[config.mk]
export PLATFORM = sky130hd
export DESIGN_NAME = best_1ofn_busy_pipe
export DESIGN_NICKNAME = d
export VERILOG_FILES = /design/src/rtl/best_1ofn_busy_pipe.sv
export SDC_FILE = /design/constraint.sdc
export NUM_CORES = 1
export LEC_CHECK = 0
export CORE_AREA = 2 2 248 250
export DETAILED_ROUTE_END_ITERATION = 12
export DIE_AREA = 0 0 250 252
export PLACE_DENSITY_LB_ADDON = 0.2
export SLEW_MARGIN = 10
export SYNTH_ARGS = -nofsm -noshare
export SYNTH_HDL_FRONTEND = slang
export SYNTH_SLANG_ARGS = --single-unit
[constraint.sdc]
create_clock -name clock -period 4.05 [get_ports clock]
set_clock_uncertainty 0.2 [all_clocks]
set_input_delay 0.81 -clock clock [delete_from_list [all_inputs] [get_ports clock]]
set_output_delay 0.81 -clock clock [all_outputs]
set_load 0.01 [all_outputs]
[src/rtl/best_1ofn_busy_pipe.sv]
// Best-1-of-NKEY pattern sorter: a compare-by-twos tree with busy masking,
// a carried payload, lower-key tie preference and per-stage pipeline registers.
//
// Ports:
//   clock      : system clock
//   reset      : asynchronous active-high, clears all pipeline registers
//   ce         : clock enable, 0 freezes every pipeline register
//   in_vld     : input set valid
//   bsy        : per-key busy flags
//   pat        : flat pattern bus, key k at [k*PATB +: PATB]
//   carry      : flat payload bus, key k at [k*CARB +: CARB]
//   best_pat   : winning pattern
//   best_key   : winning key index
//   best_carry : winner payload
//   best_bsy   : winner busy (only when every key is busy)
//   best_vld   : in_vld delayed by popcount(PIPE_MASK) enabled cycles
module best_1ofn_busy_pipe #(
  parameter int NKEY     = 32,
  parameter int NKEYB    = 5,
  parameter int PATB     = 7,
  parameter int SORT_LSB = 1,
  parameter int CARB     = 11,
  parameter     PIPE_MASK = 5'b01000
) (
  input  logic                   clock,
  input  logic                   reset,
  input  logic                   ce,
  input  logic                   in_vld,
  input  logic [NKEY-1:0]        bsy,
  input  logic [NKEY*PATB-1:0]   pat,
  input  logic [NKEY*CARB-1:0]   carry,
  output logic [PATB-1:0]        best_pat,
  output logic [NKEYB-1:0]       best_key,
  output logic [CARB-1:0]        best_carry,
  output logic                   best_bsy,
  output logic                   best_vld
);

  if (NKEY != (1 << NKEYB)) begin : g_err_nkey
    $error("NKEY must equal 2**NKEYB");
  end
  if (SORT_LSB >= PATB) begin : g_err_sort
    $error("SORT_LSB must be below PATB");
  end
  if ($bits(PIPE_MASK) != NKEYB) begin : g_err_mask
    $error("PIPE_MASK width must equal NKEYB");
  end

  // Level l holds NKEY>>l candidates; level 0 are the leaves,
  // level l (l>=1) is the result of tree stage l-1.
  for (genvar l = 0; l <= NKEYB; l++) begin : g_lv
    localparam int NC = NKEY >> l;

    logic [PATB-1:0]  w_pat [NC];
    logic [NKEYB-1:0] w_key [NC];
    logic [CARB-1:0]  w_car [NC];
    logic             w_bsy [NC];
    logic             w_vld;

    if (l == 0) begin : g_in
      for (genvar k = 0; k < NC; k++) begin : g_k
        assign w_pat[k] = pat[k*PATB +: PATB];
        assign w_car[k] = carry[k*CARB +: CARB];
        assign w_bsy[k] = bsy[k];
        assign w_key[k] = '0;
      end
      assign w_vld = in_vld;
    end else begin : g_st
      localparam int S = l - 1;
      localparam logic [NKEYB-1:0] KBIT = NKEYB'(1) << S;

      logic [PATB-1:0]  w_spat [NC];
      logic [NKEYB-1:0] w_skey [NC];
      logic [CARB-1:0]  w_scar [NC];
      logic             w_sbsy [NC];

      for (genvar j = 0; j < NC; j++) begin : g_pr
        logic [PATB-1:0] w_hp;
        logic [PATB-1:0] w_lp;
        logic            w_hb;
        logic            w_lb;
        logic            w_sel;

        assign w_hp = g_lv[l-1].w_pat[2*j+1];
        assign w_lp = g_lv[l-1].w_pat[2*j];
        assign w_hb = g_lv[l-1].w_bsy[2*j+1];
        assign w_lb = g_lv[l-1].w_bsy[2*j];

        // Strict greater-than keeps the even (lower) key on ties.
        assign w_sel = ((w_hp[PATB-1:SORT_LSB] >
                         w_lp[PATB-1:SORT_LSB]) | w_lb)
                       & ~w_hb;

        assign w_spat[j] = w_sel ? w_hp : w_lp;
        assign w_sbsy[j] = w_sel ? w_hb : w_lb;
        assign w_scar[j] = w_sel ? g_lv[l-1].w_car[2*j+1]
                                 : g_lv[l-1].w_car[2*j];
        // Select bit becomes key bit S; lower bits come from the winner.
        assign w_skey[j] = w_sel ? (g_lv[l-1].w_key[2*j+1] | KBIT)
                                 : g_lv[l-1].w_key[2*j];
      end

      if (PIPE_MASK[S]) begin : g_reg
        logic [PATB-1:0]  r_pat [NC];
        logic [NKEYB-1:0] r_key [NC];
        logic [CARB-1:0]  r_car [NC];
        logic             r_bsy [NC];
        logic             r_vld;

        always_ff @(posedge clock or posedge reset) begin
          if (reset) begin
            r_vld <= 1'b0;
            for (int j = 0; j < NC; j++) begin
              r_pat[j] <= '0;
              r_key[j] <= '0;
              r_car[j] <= '0;
              r_bsy[j] <= 1'b0;
            end
          end else if (ce) begin
            r_vld <= g_lv[l-1].w_vld;
            for (int j = 0; j < NC; j++) begin
              r_pat[j] <= w_spat[j];
              r_key[j] <= w_skey[j];
              r_car[j] <= w_scar[j];
              r_bsy[j] <= w_sbsy[j];
            end
          end
        end

        for (genvar j = 0; j < NC; j++) begin : g_o
          assign w_pat[j] = r_pat[j];
          assign w_key[j] = r_key[j];
          assign w_car[j] = r_car[j];
          assign w_bsy[j] = r_bsy[j];
        end
        assign w_vld = r_vld;
      end else begin : g_cmb
        for (genvar j = 0; j < NC; j++) begin : g_o
          assign w_pat[j] = w_spat[j];
          assign w_key[j] = w_skey[j];
          assign w_car[j] = w_scar[j];
          assign w_bsy[j] = w_sbsy[j];
        end
        assign w_vld = g_lv[l-1].w_vld;
      end
    end
  end

  assign best_pat   = g_lv[NKEYB].w_pat[0];
  assign best_key   = g_lv[NKEYB].w_key[0];
  assign best_carry = g_lv[NKEYB].w_car[0];
  assign best_bsy   = g_lv[NKEYB].w_bsy[0];
  assign best_vld   = g_lv[NKEYB].w_vld;

endmodule

==> Word-level counts from Yosys, hierarchy flattened <==
Cells that the tools add are included.
Widths: inputs -> output; s select.
{ "word_totals": {"ff_bits": 48, "inputBits": 612, "out_inout_bits": 25, "word_cells": 257} }
{ "classes": {"order_cmp": 31, "mux": 124, "bitwise": 93} }
{ "ops": {"columns": ["cell", "count"], "rows": [
  ["$mux 11", 31],
  ["$mux 7", 31],
  ["$gt 6x6->1", 31],
  ["$mux 1", 47],
  ["$and 1x1->1", 31],
  ["$not 1->1", 31],
  ["$or 1x1->1", 31],
  ["$mux 2", 8],
  ["$mux 3", 4],
  ["$mux 4", 2],
  ["$mux 5", 1]
]} }

==> Logic depth before layout (Yosys ltp) <==
Gate-level depths: netlist of run 1.
{ "logic_depth": {"ltp_word": 16, "depth_mapped": 39, "ltp_nobuf": 32} }

==> Least setup slack after synthesis of run 1 <==
Ideal clock, no wire load.
{ "synth_timing": {"kind": "input port to flip-flop", "from": "in pat[186]", "to": "reg g_lv[4].g_st.g_reg.r_car[0] in the netlist's numbering", "setup_ns": 0.094, "t_arrival_ns": 7.233, "t_required_ns": 3.756, "path_slack_ns": -3.477, "cell_stages": 38, "path_buffers": 7, "cell_sequence": "inv_1 -> ha_1 -> a211o_1 -> o211ai_2 -> o211ai_2 -> and2_1 -> buf_2 -> buf_2 -> a21oi_1 -> inv_1 -> ha_1 -> a21o_1 -> a221o_1 -> a41oi_1 -> a221o_1 -> buf_2 -> buf_4 -> mux2i_1 -> (+2 left out) -> nor2b_1 -> o21ai_0 -> a31oi_1 -> o21ai_0 -> o2bb2ai_1 -> buf_2 -> and2b_1 -> a21o_1 -> ha_1 -> a2111oi_0 -> a211oi_1 -> o21ba_2 -> buf_2 -> nand2_2 -> or2_2 -> buf_2 -> o22ai_1 -> a211oi_1"} }
{ "synth_between": {"elab_chain_len": 16, "elab_cells_between_ends": 24, "cone_classes": "order compare: 4; mux: 10; bitwise: 10"} }
{ "synth_lines": {"columns": ["element", "line_no", "source"], "rows": [
  ["start: declaration", "30", "input logic [NKEY*PATB-1:0] pat,"],
  ["$gt 6x6->1", "90", "assign w_sel = ((w_hp[PATB-1:SORT_LSB] >"],
  ["$or 1x1->1", "91", "w_lp[PATB-1:SORT_LSB]) | w_lb)"],
  ["$and 1x1->1", "92", "& ~w_hb;"],
  ["$mux 7", "94", "assign w_spat[j] = w_sel ? w_hp : w_lp;"],
  ["$gt 6x6->1", "90", null],
  ["$or 1x1->1", "91", null],
  ["$and 1x1->1", "92", null],
  ["$mux 7", "94", null],
  ["$gt 6x6->1", "90", null],
  ["$or 1x1->1", "91", null],
  ["$and 1x1->1", "92", null],
  ["$mux 7", "94", null],
  ["$gt 6x6->1", "90", null],
  ["$or 1x1->1", "91", null],
  ["$and 1x1->1", "92", null],
  ["$mux 11 (*)", "96", "assign w_scar[j] = w_sel ? g_lv[l-1].w_car[2*j+1]"],
  ["end signal: indexed assignment", "124", "r_car[j] <= w_scar[j];"],
  ["end: declaration", "106", "logic [CARB-1:0] r_car [NC];"]
]} }
Mark *: on every way between the ends. The rest lies on a longest branch, timed or not.
A chain may end at the register's enable or synchronous reset.

==> Worst setup path after layout of run 1 <==
{ "layout_timing": {"from": "in pat[4]", "to": "reg g_lv[4].g_st.g_reg.r_car[16] in the netlist's numbering"} }
The elaborated chain is that of the path after synthesis.

==> impl_metrics.env, run 1 <==
export IMPL_dpl_hpwl_um=63700
export IMPL_vias=17290
export IMPL_hold_end="g_lv[4].g_st.g_reg.r_key[7]"
export IMPL_synth_async_sr_flop_share=1.00
export IMPL_drc=0
export IMPL_fin_crit_ns=6.92
export IMPL_layout_cells_most_common="buf_4"
export IMPL_clk_latency_ns=0.30
export IMPL_drv_slew=0
export IMPL_synth_top_area_share=0.207
export IMPL_clk_pin_slew_ns=0.08
export IMPL_die_area_um2=63000
export IMPL_finalCritPeriodShare=1.71
export IMPL_ys_warn_count=0
export IMPL_clockBufferDepth=2
export IMPL_cts_inserted_buffers=5
export IMPL_startpoint_type="input pin"
export IMPL_crit_top_cell="ha_4"
export IMPL_rsz0062_at_grt="true"
export IMPL_fp_dieH_um=252
export IMPL_cp_slowest_cell="o31a_4"
export IMPL_worst_pin_slew_ns=0.830
export IMPL_post_dp_cell_area_um2=23600
export IMPL_synth_area_top_cells="mux2i_1 21%, ha_1 18%, dfrtp_1 9.3%"
export IMPL_ant_nets=0
export IMPL_reg2reg_from="g_lv[5].g_st.g_pr[0].w_hb"
export IMPL_design_area_um2=28700
export IMPL_final_cell_mix="574 x buf_4, 422 x clkdlybuf4s50_1, 155 x mux2i_1"
export IMPL_grt_max_degree=28
export IMPL_hold_path_class="reg2reg"
export IMPL_layout_setup_ws_ns=-2.87
export IMPL_outcome="complete, but fails checks"
export IMPL_fp_dieW_um=250
export IMPL_violations="negative setup slack"
export IMPL_antenna_found_initial=15
export IMPL_synth_seq_area_share=0.0933
export IMPL_fp_row_count=90
export IMPL_cpPeakStageDelay_ns=0.38
export IMPL_dr_first_iter_drc_count=738
export IMPL_synth_seq_cells=47
export IMPL_synth_top_area_cell="mux2i_1"
export IMPL_power_density_nw_per_um2=389
export IMPL_fmax_mhz=144
export IMPL_holdBufCountCts=0
export IMPL_crit_required_ns=4.01
export IMPL_route_final_wire_length_um=78100
export IMPL_synth_nets=2394
export IMPL_port_buffers=636
export IMPL_reg2regPathDepth=2
export IMPL_cts_tree="built"
export IMPL_gr_total_overflow=0
export IMPL_avgViaCountPerCell=4.83
export IMPL_clock_tree_root_cell="clkbuf_16"
export IMPL_crit_arrival_ns=6.89
export IMPL_final_layout_size_suffix_gt1_frac=0.498
export IMPL_synth_flop_cell="dfrtp_1"
export IMPL_reg2reg_setup_slack_ns=2.80
export IMPL_hold_viol=0
export IMPL_grt_pass1_wl_um=113000
export IMPL_layout_nets=3591
export IMPL_crit_path_end_kind="flop"
export IMPL_place_congestion=0.968
export IMPL_syn_area_um2=12600
export IMPL_reg2reg_to="g_lv[5].g_st.g_pr[0].w_hb"
export IMPL_path_max_fanout=12
export IMPL_synth_edf_count=0
export IMPL_maxCapViolations=0
export IMPL_initial_utilization=0.210
export IMPL_whs_path_depth=1
export IMPL_vdd_ir_drop_worst_uv=305
export IMPL_critical_path_class="in2reg"
export IMPL_area_growth_pct=128
export IMPL_htree_levels=2
export IMPL_ioPinCount=637
export IMPL_timing_setup_tns_ns=-125.03
export IMPL_grt_pass1_vias=18811
export IMPL_postSynthAreaPerCell_um2=7.90
export IMPL_setup_viol=45
export IMPL_track_usage=0.235
export IMPL_syn_inst=1596
export IMPL_synth_cell_type_count=71
export IMPL_clock_sinks=47
export IMPL_maxSlewHeadroom=0.447
export IMPL_dr_pass1_iters=5
export IMPL_worstHoldStart="g_lv[4].g_st.g_reg.r_key[7]"
export IMPL_leakage_nw=12.4
export IMPL_coreArea_um2=60100
export IMPL_avgRoutedWirePerCell_um=21.8
export IMPL_power_mw=11.1
[how the worst max path moves through the flow]
stage,from,to,slack (ns),depth (start not counted)
6_report,pat[4],g_lv[4].g_st.g_reg.r_car[16],-2.87,34
5_1_grt,pat[170],g_lv[4].g_st.g_reg.r_car[2],-3.13,36
4_1_cts,pat[187],g_lv[4].g_st.g_reg.r_car[9],-2.72,37
3_5_place_dp,pat[74],g_lv[4].g_st.g_reg.r_car[20],-4.21,33
3_3_place_gp,pat[74],g_lv[4].g_st.g_reg.r_car[20],-4.07,33
2_1_floorplan,pat[187],g_lv[4].g_st.g_reg.r_car[0],-2.96,39
[state kept, by name (all words and copies together), names as in the netlist]
name and flops:
g_lv.g_st.g_reg.r_key 8, g_lv.g_st.g_pr.w_lb 1, g_lv.g_st.g_reg.r_car 22, g_lv.g_st.g_pr.w_hb 1
best_vld 1, g_lv.g_st.g_pr.w_hp 7, g_lv.g_st.g_pr.w_lp 7
[metrics by stage]
step	util	worst slack (ns)	hold slack (ns)	instances
floorplan	-	-2.96	0.247	1596
global placement	0.393	-4.07	0.266	3395
detailed placement	0.393	-4.21	0.277	3395
CTS	0.457	-2.72	0.294	3544
global route	0.477	-3.13	0.324	3580
finish	0.477	-2.87	0.294	3581
[where the power goes]
| part | switching [mW] | total (mW) | internal (mW) |
|---|---|---|---|
| sequential | 0.224 | 0.923 | 0.699 |
| clock | 0.221 | 0.516 | 0.295 |
| combinational | 4.49 | 9.71 | 5.22 |
| total | 4.94 | 11.1 | 6.21 |
[critical path: cells and delay by family]
kind                     cells  cell delay (ns)
AO/OA/AOI/OAI               13             2.67
buffers and inverters        9             1.21
adder cells (fa/ha/maj)      4             1.06
multiplexers                 3             0.72
AND/OR/NAND/NOR              5             0.40
[layer usage]
layer  vias to the layer above  global-route usage  share of wire
met5                         -                   0              0
met4                         0              0.0667          0.031
met3                       116              0.0256          0.042
met2                       525               0.452           0.53
met1                      8381               0.272           0.40
li1                       8268                   -              -
[timing repair]
item / in CTS / in global routing
cloned: 7 / 0
resized for setup: 1032 / 308
pin swaps: 194 / 97
buffers inserted: 141 / 40
endpoints found under the setup margin: 68 / 67
[cells by family (layout without fill, tap and decap cells)]
logic type | count (synthesis) | after routing | synth area share
buffers and inverters | 282 | 1475 | 0.0955
and+or+nand+nor | 354 | 356 | 0.135
adders and majority gates | 186 | 186 | 0.185
AOI/OAI and AO/OA | 382 | 385 | 0.208
DFF | 47 | 47 | 0.0933
other | 0 | 5 | 0
muxes | 345 | 345 | 0.283
[synthesized netlist by cell type (23+ instances only)]
cell,count
nor2b_1,32
mux2i_1,261
dfrtp_1,47
nand2_1,130
buf_2,38
ha_1,186
o21ai_0,43
a21oi_1,110
nand2b_1,27
nor2_1,66
inv_1,201
nand4_1,30
mux2_2,82
a211oi_1,55
o22ai_1,23
[layout make-up]
| type | count | area (um2) |
|---|---|---|
| Antenna cell | 5 | 12.5 |
| Sequential cell | 47 | 1180 |
| Clock inverter | 3 | 46.3 |
| Multi-Input combinational cell | 1272 | 14400 |
| Inverter | 202 | 808 |
| Timing Repair Buffer | 1265 | 11100 |
| Clock buffer | 5 | 125 |
| Tap cell | 782 | 978 |
| Fill cell | 5789 | 31500 |
Note: power is estimated with default switching activity, not from simulation.
==> run 2: changes to the inputs <==
--- a/config.mk
+++ b/config.mk
@@ -5,9 +5,9 @@
 export SDC_FILE = /design/constraint.sdc
 export NUM_CORES = 1
 export LEC_CHECK = 0
-export CORE_AREA = 2 2 248 250
+export CORE_AREA = 5 5 244 246
 export DETAILED_ROUTE_END_ITERATION = 12
-export DIE_AREA = 0 0 250 252
+export DIE_AREA = 0 0 249 251
 export PLACE_DENSITY_LB_ADDON = 0.2
 export SLEW_MARGIN = 10
 export SYNTH_ARGS = -nofsm -noshare
==> run 2 against run 1 <==
The run still ends with negative setup slack left. Non-clock buffer count shrank 64. Core utilization grew 0.97 points. Final area shrank 3.0%. Flip-flop and latch count is the same. First-iteration DRC count shrank 14%. Clock power shrank 0.8%. Global-route usage shrank 0.82 points. Highest routed layer unchanged.
==> impl_metrics.env, run 2 (synthesized netlist as in run 1, its figures left out) <==
export IMPL_outcome="complete, but fails checks"
export IMPL_violations="negative setup slack"
export IMPL_final_layout_size_suffix_gt1_frac=0.454
export IMPL_dr_pass1_iters=6
export IMPL_layout_nets=3523
export IMPL_setup_viol=45
export IMPL_startpoint="pat[11]"
export IMPL_p_int_mw=5.64
export IMPL_track_usage=0.227
export IMPL_startpoint_type="input pin"
export IMPL_area_growth_pct=121
export IMPL_avgViaCountPerCell=4.85
export IMPL_clk_latency_ns=0.30
export IMPL_reg2regPathDepth=2
export IMPL_path_buf_inv=5
export IMPL_reg2reg_to="g_lv[5].g_st.g_pr[0].w_hp[1]"
export IMPL_seq_power_share=0.089
export IMPL_leakage_nw=12.5
export IMPL_crit_required_ns=4.03
export IMPL_drt_met1_wl_um=31000
export IMPL_dp_cells=3370
export IMPL_fmax_mhz=143
export IMPL_path_max_fanout=8
export IMPL_p_comb_frac=0.861
export IMPL_place_congestion=0.946
export IMPL_drv_slew=0
export IMPL_crit_family="compound AO/OA/AOI/OAI gates"
export IMPL_post_route_util=0.487
export IMPL_final_cell_mix="508 x buf_4, 425 x clkdlybuf4s50_1, 160 x mux2i_1"
export IMPL_drc=0
export IMPL_clock_sinks=47
export IMPL_crit_arrival_ns=6.98
export IMPL_gr_total_overflow=0
export IMPL_hold_viol=0
export IMPL_maxCapViolations=0
export IMPL_avgRoutedWirePerCell_um=22.1
export IMPL_reg2reg_setup_slack_ns=2.92
export IMPL_largest_reg_flops=22
export IMPL_wl_met2_um=40400
export IMPL_fin_crit_ns=7.00
export IMPL_fp_dieW_um=249
export IMPL_critical_path_class="in2reg"
export IMPL_dr_first_iter_drc_count=638
export IMPL_die_area_um2=62500
export IMPL_ioPinCount=637
export IMPL_clk_pin_slew_ns=0.07
export IMPL_port_buffers=636
export IMPL_dr_max_layer_used="met4"
export IMPL_hold_path_class="reg2reg"
export IMPL_ant_nets=0
export IMPL_grt_max_degree=33
export IMPL_switchingPower_mw=4.50
export IMPL_largest_register="g_lv.g_st.g_reg.r_car"
export IMPL_cts_tree="built"
export IMPL_vias=16960
export IMPL_cts_inserted_buffers=5
export IMPL_clock_tree_root_cell="clkbuf_16"
export IMPL_wl_met3_um=3510
export IMPL_crit_path_end_kind="flop"
export IMPL_hold_end="g_lv[4].g_st.g_reg.r_key[7]"
export IMPL_initial_utilization=0.221
export IMPL_crit_top_cell="ha_4"
export IMPL_grt_pass1_vias=18456
export IMPL_power_density_nw_per_um2=365
export IMPL_cp_slowest_cell="or3b_4"
export IMPL_reg2reg_from="g_lv[5].g_st.g_pr[0].w_hp[1]"
export IMPL_reg_largest_list="g_lv.g_st.g_reg.r_car: 22 flops, g_lv.g_st.g_reg.r_key: 8 flops"
export IMPL_final_cells=3496
export IMPL_whs_path_depth=1
export IMPL_dpl_hpwl_um=65000
export IMPL_clockBufferDepth=2
export IMPL_fill_cells=5398
export IMPL_worstHoldStart="g_lv[4].g_st.g_reg.r_key[7]"
export IMPL_fp_dieH_um=251
export IMPL_worst_pin_slew_ns=0.883
export IMPL_finalCritPeriodShare=1.73
export IMPL_maxSlewHeadroom=0.412
export IMPL_layout_cells_most_common="buf_4"
export IMPL_grt_pass1_wl_um=111000
export IMPL_cpPeakStageDelay_ns=0.43
export IMPL_coreArea_um2=57100
export IMPL_rsz0062_at_grt="true"
export IMPL_vdd_ir_drop_worst_uv=260
export IMPL_antenna_found_initial=10
export IMPL_layout_setup_ws_ns=-2.95
export IMPL_fp_row_count=88
export IMPL_htree_levels=2
export IMPL_swShare=0.444
export IMPL_route_final_wire_length_um=77300
export IMPL_p_clk_frac=0.050
## run 2: changes by cell type in the layout (fill, tap and decap cells not counted), moves of 11 or more
cell,before,now
buf_6,65,53
inv_1,125,139
ha_1,62,92
dlymetal6s2s_1,10,67
clkdlybuf4s15_1,25,14
clkbuf_2,35,24
dlygate4sd2_1,55,36
inv_2,66,54
ha_4,111,86
buf_4,574,508
## run 2: power groups by stage
stage	clock, mW	combinational, mW	sequential, mW
3_5_place_dp	0	6.98	0.915
4_1_cts	0.538	7.78	0.909
3_3_place_gp	0	6.93	0.915
6_report	0.512	8.74	0.900
2_1_floorplan	0	3.53	0.790
5_1_grt	0.551	9.34	0.923
## run 2: worst max path at each step
| stage | slack (ns) | endpoint | depth (start not counted) |
|---|---|---|---|
| after floorplan | -2.96 | g_lv[4].g_st.g_reg.r_car[0] | 39 |
| after global placement | -3.94 | g_lv[4].g_st.g_reg.r_car[17] | 32 |
| after detailed placement | -4.02 | g_lv[4].g_st.g_reg.r_car[16] | 34 |
| after CTS | -3.32 | g_lv[4].g_st.g_reg.r_car[0] | 37 |
| after global routing | -3.21 | g_lv[4].g_st.g_reg.r_car[1] | 37 |
| final | -2.95 | g_lv[4].g_st.g_reg.r_car[17] | 32 |
## run 2: what timing repair did
action                     4_1_cts  5_1_grt
setup endpoints to repair       68       68
gates cloned                     3        1
setup buffers                   65       52
hold buffers                     0        0
pin swaps                      121      138
resized for setup              584      496
## run 2: routing by layer
layer	track usage	vias to the layer above
met2	0.431	508
met4	0.0560	0
li1	-	8129
met5	0	-
met3	0.0350	105
met1	0.265	8218
## run 2: worst register-to-register path: cells and delay by family, from the launching register on
family | cells | cell delay, ns
flops | 1 | 0.41
buf+inv | 1 | 0.16
compound gates | 1 | 0.25
## run 2: cell type report
type	count	area (um2)	share of cell area
antenna	5	12.5	0.000450
clock buffer	5	125	0.00450
clock inverter	3	47.5	0.00171
inverter	202	798	0.0287
multi-input combinational	1268	13800	0.497
sequential	47	1180	0.0423
tap	765	957	0.0344
timing repair buffer	1201	10900	0.391
## run 2: through the flow
step                      total power, mW  TNS (ns)  hold WS (ns)  worst slack [ns]  cell area [um2]
after floorplan                      4.33   -123.45         0.247             -2.96            13200
after global placement               7.84   -170.34         0.261             -3.94            23600
after detailed placement             7.89   -174.08         0.269             -4.02            23600
after CTS                            9.22   -134.11         0.286             -3.32            25600
after global routing                 10.8   -138.84         0.329             -3.21            27800
final                                10.1   -127.53         0.279             -2.95            27800
==> run 3: changes to the inputs <==
==> constraint.sdc (replaced) <==
create_clock -name clock -period 7.61 [get_ports clock]
set_clock_uncertainty 0.2 [all_clocks]
set_input_delay 1.522 -clock clock [delete_from_list [all_inputs] [get_ports clock]]
set_output_delay 1.522 -clock clock [all_outputs]
set_load 0.01 [all_outputs]
==> run 3 against run 2 <==
The flow still finishes with violations (negative setup slack). Clock power down 55%. Wire length shrank 4.2%. Via count fell by 1.4%. Power down 44%. Critical path type unchanged. Sequential power is 47% lower. Global-route usage shrank 1.1 points. Cell count rose by 1.1%. Combinational power down 43%. Hold slack better by 0.0070 ns. Flip-flop and latch count did not move. Critical endpoint is now g_lv[4].g_st.g_reg.r_car[18]. Core utilization rose by 0.65 points.
==> impl_metrics.env, run 3 (synthesized netlist as in run 1, its figures left out) <==
export IMPL_outcome="complete, but fails checks"
export IMPL_violations="negative setup slack"
export IMPL_crit_path_end_kind="flop"
export IMPL_dpl_hpwl_um=60700
export IMPL_hold_path_class="reg2reg"
export IMPL_fin_crit_ns=7.86
export IMPL_final_cell_mix="540 x buf_4, 446 x clkdlybuf4s50_1, 156 x mux2i_1"
export IMPL_drc=0
export IMPL_dp_slack_ns=-1.71
export IMPL_grt_pass1_vias=18112
export IMPL_power_mw=5.65
export IMPL_finalCritPeriodShare=1.03
export IMPL_avgViaCountPerCell=4.73
export IMPL_vias=16724
export IMPL_drv_slew=0
export IMPL_layout_area_seq_um2=1180
export IMPL_holdWs_ns=0.286
export IMPL_worst_pin_slew_ns=0.922
export IMPL_post_dp_cell_area_um2=23000
export IMPL_cpPeakStageDelay_ns=0.42
export IMPL_power_density_nw_per_um2=200
export IMPL_post_route_util=0.493
export IMPL_seq_power_share=0.084
export IMPL_final_layout_size_suffix_gt1_frac=0.470
export IMPL_cp_slowest_cell="or3b_4"
export IMPL_reg_largest_list="g_lv.g_st.g_reg.r_car: 22 flops, g_lv.g_st.g_reg.r_key: 8 flops"
export IMPL_antenna_found_initial=1
export IMPL_design_area_um2=28200
export IMPL_largest_reg_flops=22
export IMPL_holdBufCountCts=0
export IMPL_avgRoutedWirePerCell_um=20.9
export IMPL_area_growth_pct=124
export IMPL_die_area_um2=62500
export IMPL_cts_tree="built"
export IMPL_p_comb_frac=0.875
export IMPL_timing_setup_tns_ns=-1.83
export IMPL_route_final_wire_length_um=74000
export IMPL_crit_required_ns=7.54
export IMPL_grt_pass1_wl_um=107000
export IMPL_fp_dieW_um=249
export IMPL_clock_sinks=47
export IMPL_clk_pin_slew_ns=0.07
export IMPL_vdd_ir_drop_worst_uv=139
export IMPL_swShare=0.438
export IMPL_final_cells=3535
export IMPL_hold_viol=0
export IMPL_multiInputGateArea_um2=14000
export IMPL_setup_viol=29
export IMPL_port_buffers=636
export IMPL_fp_dieH_um=251
export IMPL_crit_arrival_ns=7.80
export IMPL_dr_first_iter_drc_count=542
export IMPL_cts_inserted_buffers=5
export IMPL_fill_cells=5319
export IMPL_path_buf_inv=5
export IMPL_p_int_mw=3.18
export IMPL_clock_tree_root_cell="clkbuf_16"
export IMPL_maxCapViolations=0
export IMPL_critical_path_class="in2reg"
export IMPL_track_usage=0.216
export IMPL_coreArea_um2=57100
export IMPL_maxSlewHeadroom=0.384
export IMPL_layout_setup_ws_ns=-0.255
export IMPL_crit_family="compound AO/OA/AOI/OAI gates"
export IMPL_initial_utilization=0.221
export IMPL_leakage_nw=12.3
export IMPL_place_congestion=0.885
export IMPL_dp_cells=3328
export IMPL_layout_nets=3567
export IMPL_gr_total_overflow=0
export IMPL_clockBufferDepth=2
export IMPL_rsz0062_at_grt="true"
export IMPL_htree_levels=2
export IMPL_fp_row_count=88
export IMPL_ioPinCount=637
export IMPL_layout_cells_most_common="buf_4"
export IMPL_path_max_fanout=8
export IMPL_switchingPower_mw=2.47
export IMPL_startpoint_type="input pin"
export IMPL_largest_register="g_lv.g_st.g_reg.r_car"
export IMPL_clk_latency_ns=0.29
export IMPL_p_clk_frac=0.040
export IMPL_ant_nets=0
export IMPL_fmax_mhz=127
export IMPL_grt_max_degree=48
export IMPL_dr_pass1_iters=4
run 3: cell count changes in the layout (fill, tap and decap cells not counted), moves of 6 or more:
cell	previous run	this run
dlymetal6s2s_1	67	21
buf_4	508	540
dlygate4sd2_1	36	61
clkdlybuf4s50_1	425	446
buf_6	53	72
buf_2	39	23
clkbuf_2	24	36
a221oi_4	1	10
a221oi_2	11	3
a21oi_2	29	35
inv_1	139	133
run 3: final cells by class:
| cell class | count | share of cell area |
|---|---|---|
| Sequential cell | 47 | 0.0417 |
| Timing Repair Buffer | 1244 | 0.395 |
| Clock inverter | 1 | 0.000178 |
| Inverter | 202 | 0.0283 |
| Clock buffer | 6 | 0.00493 |
| Antenna cell | 1 | 0.0000888 |
| Multi-Input combinational cell | 1269 | 0.496 |
| Tap cell | 765 | 0.0340 |
run 3: final timing paths:
path                                                   from  cells past startpoint                      endpoint  slack (ns)
worst max-delay path                                pat[19]                     33  g_lv[4].g_st.g_reg.r_car[18]       -0.25
worst min-delay path            g_lv[4].g_st.g_reg.r_key[7]                      1   g_lv[4].g_st.g_reg.r_key[7]        0.29
worst max register to register  g_lv[4].g_st.g_reg.r_key[0]                      3   g_lv[4].g_st.g_reg.r_key[0]        6.32
worst min register to register  g_lv[4].g_st.g_reg.r_key[7]                      1   g_lv[4].g_st.g_reg.r_key[7]        0.29
max in group asynchronous                             reset                      2  g_lv[5].g_st.g_pr[0].w_hp[0]        5.14
min in group asynchronous                             reset                      2  g_lv[4].g_st.g_reg.r_car[13]        1.53
run 3: timing repair:
action | 4_1_cts | 5_1_grt
cloned | 2 | 3
endpoints found under the setup margin | 45 | 45
setup buffers | 156 | 53
resized for setup | 749 | 443
pin swaps | 204 | 165
run 3: power groups by stage:
stage	registers, mW	logic, mW	clock network [mW]
3_5_place_dp	0.481	3.51	0
4_1_cts	0.477	4.30	0.239
2_1_floorplan	0.420	1.81	0
5_1_grt	0.493	5.26	0.249
6_report	0.477	4.94	0.228
3_3_place_gp	0.479	3.48	0
run 3: worst register-to-register path, delay by kind of cell (launching register included):
family	cells	cell delay, ns
flip-flops	1	0.37
buffers and inverters	1	0.21
AO/OA/AOI/OAI	2	0.41
run 3: per-layer routing:
layer  global-route usage  vias to the layer above  part of all wire
li1                     -                     8222                 -
met1                0.245                     7994              0.39
met2                0.424                      426              0.54
met3               0.0322                       82             0.041
met4               0.0511                        0             0.030
met5                    0                        -                 0
==> edit, RTL diff (config.mk and constraints of run 3) <==
Add an input register stage for `bsy`, cleared by the reset; this delays it by one clock. The other inputs are not delayed to match.
--- a/src/rtl/best_1ofn_busy_pipe.sv
+++ b/src/rtl/best_1ofn_busy_pipe.sv
@@ -36,6 +36,16 @@
   output logic                   best_vld
 );
 
+  logic [NKEY-1:0] bsy_q;
+
+  always_ff @(posedge clock or posedge reset) begin
+    if (reset) begin
+      bsy_q <= '0;
+    end else begin
+      bsy_q <= bsy;
+    end
+  end
+
   if (NKEY != (1 << NKEYB)) begin : g_err_nkey
     $error("NKEY must equal 2**NKEYB");
   end
@@ -61,7 +71,7 @@
       for (genvar k = 0; k < NC; k++) begin : g_k
         assign w_pat[k] = pat[k*PATB +: PATB];
         assign w_car[k] = carry[k*CARB +: CARB];
-        assign w_bsy[k] = bsy[k];
+        assign w_bsy[k] = bsy_q[k];
         assign w_key[k] = '0;
       end
       assign w_vld = in_vld;
Check against the original RTL: not equivalent (Yosys sat finds a counterexample within 4 cycles, from zero or initial values and one cycle with reset high).
==> edit against run 3 <==
  * Sequential share of layout area up 2.7 points
  * Wire length up 9.2%
  * Total power up 4.9%
  * Worst setup slack better by 330 ps
  * Final area up 2.7%
  * Area after synthesis up 12%
  * Count of clock-buffer cells in the layout up 3
  * Combinational power down 6.1%
  * Register-to-register slack worse by 5000 ps
  * Final cell count down 0.74%
  * Via count up 5.7%
  * Sequential cell count up 32
  * Die area unchanged
==> edit: results (changes against run 3) <==
| Metric | Value |
|---|---|
| Status | `complete, no violations` |
| Critical path arrival | `7630 ps (-170 ps)` |
| DR iter-0 viols | `749 (+38%)` |
| Syn_nets | `2482 (+3.7%)` |
| Top cells by count, synth | `mux2i_1 (382), inv_1 (195), ha_1 (186)` |
| Seq area share | `6.83% (+2.7 points)` |
| Layout cells sized above 1 | `38.5% (-8.4 points)` |
| Pre-CTS setup slack | `-1100 ps (+602 ps)` |
| Largest net degree at the start of global routing | `52 (+8.3%)` |
| Worst vdd ir | `0.000182 V (+31%)` |
| CP max stage delay | `440 ps (+20 ps)` |
| N_diodes | `7 (+6)` |
| Max FO, Critical Path | `7 (-1)` |
| CTS buffer count | `9 (+4)` |
| Synth unique cells | `66 (-7.0%)` |
| Power Density | `205 nW/um^2 (+2.1%)` |
| Fin nets | `3530 (-1.0%)` |
| Net Sw Frac | `45.0% (+1.3 points)` |
| Finished Core Util | `50.7% (+1.3 points)` |
| Clk Latency, worst-skew pair | `400 ps (+110 ps)` |
| Clock power frac | `9.4% (+5.4 points)` |
| Fillers | `5216 (-1.9%)` |
| Main area contributors after synthesis | `mux2i_1 (27%), ha_1 (16%), dfrtp_1 (14%)` |
| Slowest cell on crit path | `o41a_1` |
| Grt met3 use | `6.59% (+3.4 points)` |
| Met2 usage in global routing | `43.2% (+0.84 points)` |
| Routed WL | `80900 um (+9.2%)` |
| P_leak | `0.0132 uW (+6.8%)` |
| Vias in the first global route | `18283 (+0.94%)` |
| Iteration count of the initial detailed-routing pass | `5 (+1)` |
| Final clock-cell share | `1.19% (+0.68 points)` |
| Seq/Total Area, Yosys | `14.0% (+4.6 points)` |
| Synth Instances | `1684 (+5.5%)` |
| Worst Tran Pin Value | `1140 ps (+218 ps)` |
| Placer Congestion | `0.962 (+8.7%)` |
| Signal buffers | `1128 (-9.3%)` |
| Post-DP HPWL | `65900 um (+8.5%)` |
| Sequential power share | `12.3% (+3.9 points)` |
| CTS sink cnt | `79 (+68%)` |
| Via density | `5.04 (+6.5%)` |
| Post-Place Cells | `3376 (+1.4%)` |
| Multi-In Gates | `1318 (+3.9%)` |
| DR WL/cell | `23.0 um (+10%)` |
## edit: repair_timing
item | in CTS | in global routing
pin swaps | 115 | 165
buffers inserted | 71 | 46
cloned | 1 | 0
hold buffers | 0 | 0
resized for setup | 385 | 638
endpoints found under the setup margin | 44 | 44
## edit: path summary, 6_finish.rpt
path,start,to,slack (ps),depth (start not counted)
worst max register to register,bsy_q[22],g_lv[5].g_st.g_pr[0].w_hp[1],1320,29
worst min register to register,best_vld,best_vld,310,1
max in group asynchronous,reset,bsy_q[10],4780,3
worst min-delay path,best_vld,best_vld,310,1
min in group asynchronous,reset,bsy_q[25],1360,2
worst max-delay path,pat[109],g_lv[4].g_st.g_reg.r_car[16],80,32
## edit: cell families after synthesis
group / share of synthesized area [%]
muxes: 29.6
and+or+nand+nor: 13.6
AOI/OAI and AO/OA: 18.1
buffers and inverters: 8.32
adders and majority gates: 16.4
DFF: 14.0
## edit: layer usage
metal	up-vias	part of all wire, %
li1	8438	-
met1	8450	38
met2	651	51
met3	138	6.5
met4	4	4.0
met5	-	0.027
